$ cat src/rtl/regfile_ctrl_pkg.sv
// Shared defaults and encodings for the register-file write-port controller.
package regfile_ctrl_pkg;

   localparam int unsigned DEF_NREG = 32;
   localparam int unsigned DEF_AW   = 5;
   localparam int unsigned DEF_DW   = 32;
   localparam logic [31:0] DEF_INIT_VALUE = 32'h0000_0000;

   typedef enum logic {
      StInit = 1'b0,
      StRun  = 1'b1
   } state_e;

   typedef enum logic {
      SrcAlu = 1'b0,
      SrcLsu = 1'b1
   } src_e;

endpackage

$ cat src/rtl/regfile_scoreboard.sv
// Outstanding-load scoreboard: one bit per register, set on load issue, cleared on the
// register-file write of the returning load data; set wins over clear on the same index.
module regfile_scoreboard
   import regfile_ctrl_pkg::*;
#(
   parameter int unsigned NREG = DEF_NREG,
   parameter int unsigned AW   = DEF_AW
) (
   input  logic            iCLK,
   input  logic            iRST,
   input  logic            i_set,
   input  logic [AW-1:0]   i_set_idx,
   input  logic            i_clr,
   input  logic [AW-1:0]   i_clr_idx,
   input  logic [AW-1:0]   i_rs1,
   input  logic [AW-1:0]   i_rs2,
   input  logic [AW-1:0]   i_rd,
   output logic            o_pend_rs1,
   output logic            o_pend_rs2,
   output logic            o_pend_rd,
   output logic [NREG-1:0] o_sb
);

   logic [NREG-1:0] r_sb;
   logic [NREG-1:0] w_sb_d;

   always_comb begin
      w_sb_d = r_sb;
      if (i_clr) begin
         w_sb_d[i_clr_idx] = 1'b0;
      end
      if (i_set && (i_set_idx != '0)) begin
         w_sb_d[i_set_idx] = 1'b1;
      end
      w_sb_d[0] = 1'b0;
   end

   always_ff @(posedge iCLK or negedge iRST) begin
      if (!iRST) begin
         r_sb <= '0;
      end else begin
         r_sb <= w_sb_d;
      end
   end

   assign o_pend_rs1 = r_sb[i_rs1] & (i_rs1 != '0);
   assign o_pend_rs2 = r_sb[i_rs2] & (i_rs2 != '0);
   assign o_pend_rd  = r_sb[i_rd]  & (i_rd  != '0);
   assign o_sb       = r_sb;

endmodule

$ cat src/rtl/regfile_wb_ctrl.sv
// Register-file write-port controller: post-reset clear, round-robin ALU/LSU arbitration,
// registered write stage and load-hazard detection for decode.
module regfile_wb_ctrl
   import regfile_ctrl_pkg::*;
#(
   parameter int unsigned     NREG       = DEF_NREG,
   parameter int unsigned     AW         = DEF_AW,
   parameter int unsigned     DW         = DEF_DW,
   parameter logic [DW-1:0]   INIT_VALUE = DW'(DEF_INIT_VALUE)
) (
   input  logic          iCLK,
   input  logic          iRST,
   input  logic          iALU_VALID,
   output logic          oALU_READY,
   input  logic [AW-1:0] iALU_RD,
   input  logic [DW-1:0] iALU_DATA,
   input  logic          iLSU_VALID,
   output logic          oLSU_READY,
   input  logic [AW-1:0] iLSU_RD,
   input  logic [DW-1:0] iLSU_DATA,
   input  logic          iISSUE_LOAD,
   input  logic [AW-1:0] iISSUE_RD,
   input  logic [AW-1:0] iDEC_RS1,
   input  logic [AW-1:0] iDEC_RS2,
   input  logic [AW-1:0] iDEC_RD,
   output logic          oHAZARD,
   output logic          oBUSY,
   output logic          oWE,
   output logic [AW-1:0] oRD,
   output logic [DW-1:0] oWDATA
);

   state_e          r_state, w_state_d;
   logic [AW-1:0]   r_cnt, w_cnt_d;
   src_e            r_rr, w_rr_d;
   logic            r_we, w_we_d;
   logic [AW-1:0]   r_rd, w_rd_d;
   logic [DW-1:0]   r_wdata, w_wdata_d;
   src_e            r_src, w_src_d;

   logic            w_run;
   logic            w_alu_gnt;
   logic            w_lsu_gnt;
   logic            w_pend_rs1, w_pend_rs2, w_pend_rd;
   logic [NREG-1:0] w_sb;

   assign w_run     = (r_state == StRun);
   assign w_alu_gnt = w_run & iALU_VALID & (~iLSU_VALID | (r_rr == SrcAlu));
   assign w_lsu_gnt = w_run & iLSU_VALID & (~iALU_VALID | (r_rr == SrcLsu));

   always_comb begin
      w_state_d = r_state;
      w_cnt_d   = r_cnt;
      w_rr_d    = r_rr;
      w_we_d    = 1'b0;
      w_rd_d    = '0;
      w_wdata_d = '0;
      w_src_d   = SrcAlu;
      unique case (r_state)
         StInit: begin
            w_we_d    = 1'b1;
            w_rd_d    = r_cnt;
            w_wdata_d = INIT_VALUE;
            w_cnt_d   = r_cnt + AW'(1);
            if (r_cnt == AW'(NREG - 1)) begin
               w_state_d = StRun;
               w_cnt_d   = '0;
            end
         end
         StRun: begin
            if (iALU_VALID && iLSU_VALID) begin
               w_rr_d = (r_rr == SrcAlu) ? SrcLsu : SrcAlu;
            end
            // x0 handshakes complete but leave the idle (x0, zero) write in place.
            if (w_alu_gnt && (iALU_RD != '0)) begin
               w_we_d    = 1'b1;
               w_rd_d    = iALU_RD;
               w_wdata_d = iALU_DATA;
               w_src_d   = SrcAlu;
            end else if (w_lsu_gnt && (iLSU_RD != '0)) begin
               w_we_d    = 1'b1;
               w_rd_d    = iLSU_RD;
               w_wdata_d = iLSU_DATA;
               w_src_d   = SrcLsu;
            end
         end
         default: ;
      endcase
   end

   always_ff @(posedge iCLK or negedge iRST) begin
      if (!iRST) begin
         r_state <= StInit;
         r_cnt   <= '0;
         r_rr    <= SrcAlu;
         r_we    <= 1'b0;
         r_rd    <= '0;
         r_wdata <= '0;
         r_src   <= SrcAlu;
      end else begin
         r_state <= w_state_d;
         r_cnt   <= w_cnt_d;
         r_rr    <= w_rr_d;
         r_we    <= w_we_d;
         r_rd    <= w_rd_d;
         r_wdata <= w_wdata_d;
         r_src   <= w_src_d;
      end
   end

   // Clear on the edge that performs the write, so a 0 bit means the file already holds the data.
   regfile_scoreboard #(
      .NREG (NREG),
      .AW   (AW)
   ) u_scoreboard (
      .iCLK       (iCLK),
      .iRST       (iRST),
      .i_set      (iISSUE_LOAD & w_run),
      .i_set_idx  (iISSUE_RD),
      .i_clr      (r_we & (r_src == SrcLsu)),
      .i_clr_idx  (r_rd),
      .i_rs1      (iDEC_RS1),
      .i_rs2      (iDEC_RS2),
      .i_rd       (iDEC_RD),
      .o_pend_rs1 (w_pend_rs1),
      .o_pend_rs2 (w_pend_rs2),
      .o_pend_rd  (w_pend_rd),
      .o_sb       (w_sb)
   );

   assign oBUSY      = ~w_run;
   assign oHAZARD    = oBUSY | w_pend_rs1 | w_pend_rs2 | w_pend_rd;
   assign oALU_READY = w_alu_gnt;
   assign oLSU_READY = w_lsu_gnt;
   assign oWE        = r_we;
   assign oRD        = r_rd;
   assign oWDATA     = r_wdata;

   alu_wb_to_pending_load: assert property (@(posedge iCLK) disable iff (!iRST)
      !(w_alu_gnt && w_sb[iALU_RD]));

endmodule
$ cat config.mk
export PLATFORM = sky130hd
export DESIGN_NAME = regfile_wb_ctrl
export DESIGN_NICKNAME = d
export VERILOG_FILES = /design/src/rtl/regfile_ctrl_pkg.sv /design/src/rtl/regfile_scoreboard.sv /design/src/rtl/regfile_wb_ctrl.sv
export SDC_FILE = /design/constraint.sdc
export NUM_CORES = 1
export LEC_CHECK = 0
export ABC_AREA = 1
export CAP_MARGIN = 15
export CORE_MARGIN = 5
export CORE_UTILIZATION = 35
export CTS_CLUSTER_SIZE = 12
export DETAILED_ROUTE_END_ITERATION = 8
export DONT_BUFFER_PORTS = 1
export HOLD_SLACK_MARGIN = 0.05
export PLACE_DENSITY_LB_ADDON = 0.12
export SETUP_SLACK_MARGIN = 0.02
export SLEW_MARGIN = 10
export SYNTH_ARGS = -nofsm -noshare
export SYNTH_HDL_FRONTEND = slang
export SYNTH_SLANG_ARGS = --single-unit
export TNS_END_PERCENT = 100
$ cat constraint.sdc
create_clock -name iCLK -period 1.4 [get_ports iCLK]
set_clock_uncertainty 0.2 [all_clocks]
set_input_delay 0.28 -clock iCLK [delete_from_list [all_inputs] [get_ports iCLK]]
set_output_delay 0.28 -clock iCLK [all_outputs]
set_load 0.01 [all_outputs]
==> results.toml, run 1 <==
[synthesis]
yosys.area.top_type = "dfrtp_1"
syn-instance-count = 540
ys_ff_latch = 77
synthesis.area_sq_um = 4297
synth_common_cells = "nand2_1, dfrtp_1, nand3_1"
synth-main-ff-cell = "dfrtp_1"
synth_area_per_cell_sq_um = 7.957
synth_cell_types = 30
synth_area_leaders = "dfrtp_1, nand2_1, nand3_1, o21ai_0, a22o_1"
yosys_warnings = 0
syn_nets = 641
synthArstFlopShare = 1.000
yosysTopAreaCellShare = 0.4485
synth_most_common_cell = "nand2_1"
synth_edf_count = 0
ys_seq_area_frac = 0.4485

[grt]
grt_pass1_wl_mm = 23.12
grt-ovfl-total = 0
antenna_found_initial = 1
grt_max_degree = 78
grt_util_met2 = 0.3514
gr-usage-met1 = 0.2332
grt_util_met3 = 0.07063
grt_util_all_layers = 0.2027
grt_busiest_layer = "met2"
grt_pass1_vias = 4449

[flow_run]
drv_cap = 0

[clock_network]
cts_buffers = 9
clk_pin_slew_worst_paths_ns = 0.06
cts_buffer_depth = 2
root_buffer = "clkbuf_16"
ctsHtreeMaxLevel = 3
cts_hold_buf = 78
cts_tree = "built"
cts_num_sinks = 77
clock_latency_ns = 0.33

[sta]
slew_viol_final = 0
timing_worst_slew_pin_value_ns = 0.4589
rsz0062_at_grt = "yes"
hold_viol_final = 77
period_needed_ns = 2.002
slew-limit-headroom = 0.6933
hold_ws_ns = -0.5585
fin_crit_sh = 1.430
fin_ws_ns = -0.6019
timing.fmax_ghz = 0.4995
tns_ns = -8.282
final-setup-viol-count = 63

[placement]
placed_cells = 712
port_buffers = 0
pre_cts_ws_ns = -0.2557
place_congestion = 0.8842
hpwl_mm = 9.873

[power]
p_leak_nw = 2.960
vdd_ir_drop_max_mv = 0.6570
p_per_area_nw_per_um2 = 1004

[cells_and_area]
ff_latch_area_sq_um = 1932
nets = 783
finalNonFillerCells = 836
layout-drive-gt1-share = 0.2678
multi_input_area_sq_um = 2238
finalCoreUtilization = 0.5410
area_growth_pct = 51.25
n_fill_cell = 1073

[setup_path]
worst_ep_arrival_time_ns = 1.52
worstPathRequired_ns = 0.92
crit_path_start_kind = "register"
cp-end-kind = "output port"
cp_max_fo = 3
crit_type = "reg -> out"

[run_status]
status = "complete, but fails checks"
violations = "negative hold slack, negative setup slack"

[die]
rows = 40
coreArea_sq_um = 12010
die_area_sq_um = 14590
initial_core_util = 0.3577
io_pins = 141
die_h_um = 120.8
fp.dieW_um = 120.8

[drt]
drc = 0
drtIter0Drc = 210
vias = 4367
viasPerCell = 5.224
routed_wl_mm = 15.37
wl_per_cell_um = 18.38
first_pass_iters = 5
detail-route-antenna-nets = 0

[hold_path]
min_path_type = "in -> async"
## cell usage in the layout, fill, tap and decap left out, types with 10 or more instances in the layout
cell type      synthesis  final
nand3_2                1     10
buf_4                  3     35
nand2_2                5     11
dfrtp_1               77     73
nand2_1              150    132
buf_6                 12     24
inv_1                 59     42
dlygate4sd3_1          0     76
o21ai_2                0     15
a22o_1                32     32
inv_2                  3     16
nor2_1                12     10
o21ai_1                0     28
nand3_1               75     65
o21ai_0               64     21
## what timing repair did
item                       in CTS  in global routing
gates cloned                    4                  7
setup buffers                  16                  4
hold endpoints to repair      143                 77
pin swaps                      14                 17
resized for setup              83                100
setup endpoints to repair      81                 85
## power by group
group          leakage (nW)  internal [W]  switching, W
Combinational          1.95      0.000723      0.000734
Clock                 0.151       0.00144      0.000942
Sequential            0.859       0.00245      0.000234
## area by class of cell
cell class                 instances  area share
tap                              147     0.02830
timing repair inverter             7     0.01367
inverter                          66     0.04601
timing repair buffer             142      0.2218
clock buffer                      10     0.03677
antenna                            2   0.0007701
multi-input combinational        379      0.3444
sequential                        77      0.2973
clock inverter                     6     0.01097
## flip-flops by register name (all words and copies together), names as in the netlist
name               cells
r_rr                   1
r_src                  1
oRD                    5
r_cnt                  5
oWDATA                32
oWE                    1
r_state                1
u_scoreboard.o_sb     31
## critical path, cell delays in order, from the launching register on
cell and delay (ns):
dfrtp_1 0.40, inv_1 0.13, nand2_1 0.07, nand3_1 0.07, nand2_1 0.05, inv_1 0.05, nand3_1 0.08, nand3_1 0.09
nand2_1 0.05, nor2_1 0.12, nand2_2 0.08
## routing by layer
| layer | up-vias | part of all wire |
|---|---|---|
| li1 | 2109 | - |
| met1 | 2055 | 0.37 |
| met2 | 168 | 0.52 |
| met4 | 0 | 0.026 |
| met3 | 35 | 0.081 |
| met5 | - | 0 |
## stage by stage
| stage | total power [W] | instance area, sq um |
|---|---|---|
| 6_report | 0.006526 | 6499 |
| 3_3_place_gp | 0.003587 | 4644 |
| 5_1_grt | 0.006835 | 6499 |
| 3_5_place_dp | 0.003599 | 4644 |
| 4_1_cts | 0.006347 | 6143 |
| 2_1_floorplan | 0.003329 | 4323 |
## cells by family (layout without fill, tap and decap cells)
group | count (synthesis) | in the layout | share of synthesized area
other cells | 0 | 2 | 0
simple gates | 262 | 263 | 0.2633
compound gates | 114 | 114 | 0.1733
fa+ha+maj | 2 | 2 | 0.005823
buf+inv | 85 | 231 | 0.1092
flops | 77 | 77 | 0.4485
## final timing paths
path	cells past startpoint	to	startpoint	slack [ns]
max in group asynchronous	0	u_scoreboard.o_sb[18]	iRST	1.43
min in group iCLK	2	u_scoreboard.o_sb[13]	iISSUE_RD[1]	0.07
min	0	r_rr	iRST	-0.56
max	10	oHAZARD	u_scoreboard.o_sb[2]	-0.60
max reg2reg	7	oWDATA[23]	r_state	-0.20
min reg2reg	2	u_scoreboard.o_sb[3]	u_scoreboard.o_sb[3]	0.30
Power figures use the tool's default switching activity.
==> run 2, diff against run 1 <==
- CORE_MARGIN: 5 -> not set
==> run 2 against run 1 <==
- the run still ends with negative hold slack, negative setup slack left
- register-to-register slack worse by 0.04 ns
- maximum frequency hardly changed
- final cell count grew 1.3%
- critical path depth is 2 higher
- worst setup slack hardly changed
- non-clock buffer count is 9 higher
- global-route usage rose by 4.5 points
- first-iteration DRC count up 81%
- utilization grew 0.65 points
- clock power down 3%
- total power is essentially flat
- clock-buffer cell count down 1
- critical path type unchanged
- critical endpoint unchanged
==> results.toml, run 2 (synthesis gave the netlist of run 1 again) <==
[run_status]
status = "complete, but fails checks"
violations = "negative hold slack, negative setup slack"

[sta]
timing_worst_slew_pin_value_ns = 0.6066
period_needed_ns = 2.001
final-setup-viol-count = 72
timing.fmax_ghz = 0.4996
slew-limit-headroom = 0.5925
hold_viol_final = 77
slew_viol_final = 0
fin_crit_sh = 1.430
fin_ws_ns = -0.6014
hold_ws_ns = -0.5688
rsz0062_at_grt = "yes"

[setup_path]
worst_ep_arrival_time_ns = 1.52
rr_startpoint = "r_state"
worstSetupStartpoint = "u_scoreboard.o_sb[21]"
r2r_slack_ns = -0.24
reg2reg_depth = 8
path_cells = "inv_2 -> nand2_1 -> nand3_1 -> nand2_1 -> nand2_1 -> nand2_1 -> inv_1 -> nand2_1 -> nand2_1 -> nand2_1 -> nor2_1 -> nand2_1"
cp_top_family = "simple AND/OR/NAND/NOR gates"
cp_max_fo = 3
crit_path_start_kind = "register"
cp.buffers_inverters = 2
slowest_stage = "dfrtp_1"
cp_common_cell = "nand2_1"
worstPathRequired_ns = 0.92
cp-end-kind = "output port"
reg2reg_to = "oWDATA[12]"
slowest_delay_ns = 0.38
crit_type = "reg -> out"

[clock_network]
clk_pin_slew_worst_paths_ns = 0.06
clock_latency_ns = 0.33
root_buffer = "clkbuf_16"
cts_buffers = 9
cts_tree = "built"
cts_num_sinks = 77
cts_hold_buf = 78
ctsHtreeMaxLevel = 3
cts_buffer_depth = 2

[die]
die_h_um = 112.8
coreArea_sq_um = 12010
io_pins = 141
rows = 40
initial_core_util = 0.3577
fp.dieW_um = 112.8
die_area_sq_um = 12720

[drt]
wl_per_cell_um = 18.64
viasPerCell = 5.387
drc = 0
first_pass_iters = 5
detail-route-antenna-nets = 0
drtIter0Drc = 380
vias = 4563
routed_wl_mm = 15.78

[power]
p_per_area_nw_per_um2 = 992.3
p_seq_frac = 0.411
swShare = 0.2978
vdd_ir_drop_max_mv = 0.8118
p_comb_frac = 0.236
p_leak_nw = 3.024
p_int_w = 0.004582
p_switching_w = 0.001944
p_clk_frac = 0.354

[cells_and_area]
layout_commonest_cell = "nand2_1"
n_fill_cell = 1130
final_cell_mix = "nand2_1, dlygate4sd3_1, dfrtp_1, nand3_1, buf_4"
area_growth_pct = 53.06
layout-drive-gt1-share = 0.2943
n_antenna_cell = 0
largest_reg_flops = 32
finalCoreUtilization = 0.5475
nets = 796
finalNonFillerCells = 847

[grt]
antenna_found_initial = 0
grt_util_met2 = 0.4309
grt_busiest_layer = "met2"
grt_pass1_wl_mm = 24.32
grt_util_met3 = 0.07284
grt_pass1_vias = 4649
grt-ovfl-total = 0
grt_util_all_layers = 0.2476
grt_max_degree = 78
gr-usage-met1 = 0.2966

[placement]
hpwl_mm = 9.553
place_congestion = 0.8793
port_buffers = 0
pre_cts_ws_ns = -0.2661
placed_cells = 718

[flow_run]
drv_cap = 0

[hold_path]
min_path_type = "in -> async"
run 2: cell count changes in the layout (fill, tap and decap cells not counted), moves of 4 or more:
cell,before,now
inv_1,42,31
nand3_1,65,60
inv_2,16,26
buf_4,35,44
o21ai_1,28,32
run 2: timing repair:
item                       CTS  global route
gates cloned                 7             5
hold endpoints to repair   144            77
setup buffers               14             9
setup endpoints to repair   78            86
gates resized for setup    125            78
pin swaps                   17            32
run 2: worst register-to-register path, cell delays in order (launching register included):
cell and delay [ns]:
dfrtp_2 0.44, buf_6 0.14, nand2_4 0.05, a21oi_4 0.04, buf_6 0.14, nand2_8 0.14
buf_12 0.14, inv_6 0.04, a22o_1 0.20
run 2: per-stage QoR:
stage / cell area [sq um] / setup TNS [ns] / power (W)
2_1_floorplan: 4323 / -0.2938 / 0.003329
3_3_place_gp: 4677 / -2.973 / 0.003629
3_5_place_dp: 4677 / -4.522 / 0.003637
4_1_cts: 6198 / -11.71 / 0.006345
5_1_grt: 6576 / -13.88 / 0.006831
6_report: 6576 / -10.12 / 0.006526
run 2: layout make-up:
cell class                 count  area, sq um  share of cell area
timing repair buffer         151         1466              0.2230
tap                          147        183.9             0.02797
clock buffer                   9        225.2             0.03425
multi-input combinational    379         2261              0.3438
timing repair inverter        11        133.9             0.02036
sequential                    77         1931              0.2936
inverter                      66        304.0             0.04623
clock inverter                 7        71.32             0.01084
run 2: power by group through the flow:
stage / sequential, W / combinational [W] / clock [W]
2_1_floorplan: 0.00265 / 0.000683 / 0
3_3_place_gp: 0.00270 / 0.000929 / 0
3_5_place_dp: 0.00270 / 0.000934 / 0
4_1_cts: 0.00267 / 0.00133 / 0.00235
5_1_grt: 0.00270 / 0.00168 / 0.00245
6_report: 0.00268 / 0.00154 / 0.00231
run 2: metal layers:
metal  routed length [um]  up-vias
met2                 8030      209
met1                 6143     2177
met5                    0        -
li1                     -     2137
met3                 1301       40
met4                  308        0
run 2: worst max path at each step:
stage	slack, ns	end	cells after the start
6_report	-0.60	oHAZARD	12
2_1_floorplan	-0.18	oHAZARD	12
5_1_grt	-0.75	oHAZARD	11
3_3_place_gp	-0.26	oHAZARD	11
3_5_place_dp	-0.27	oHAZARD	11
4_1_cts	-0.57	oHAZARD	11
==> run 3, diff against run 2 <==
- SLEW_MARGIN: 10 -> 20
==> results of run 3 <==
The final DEF is identical to that of run 2; final timing and power are the same.
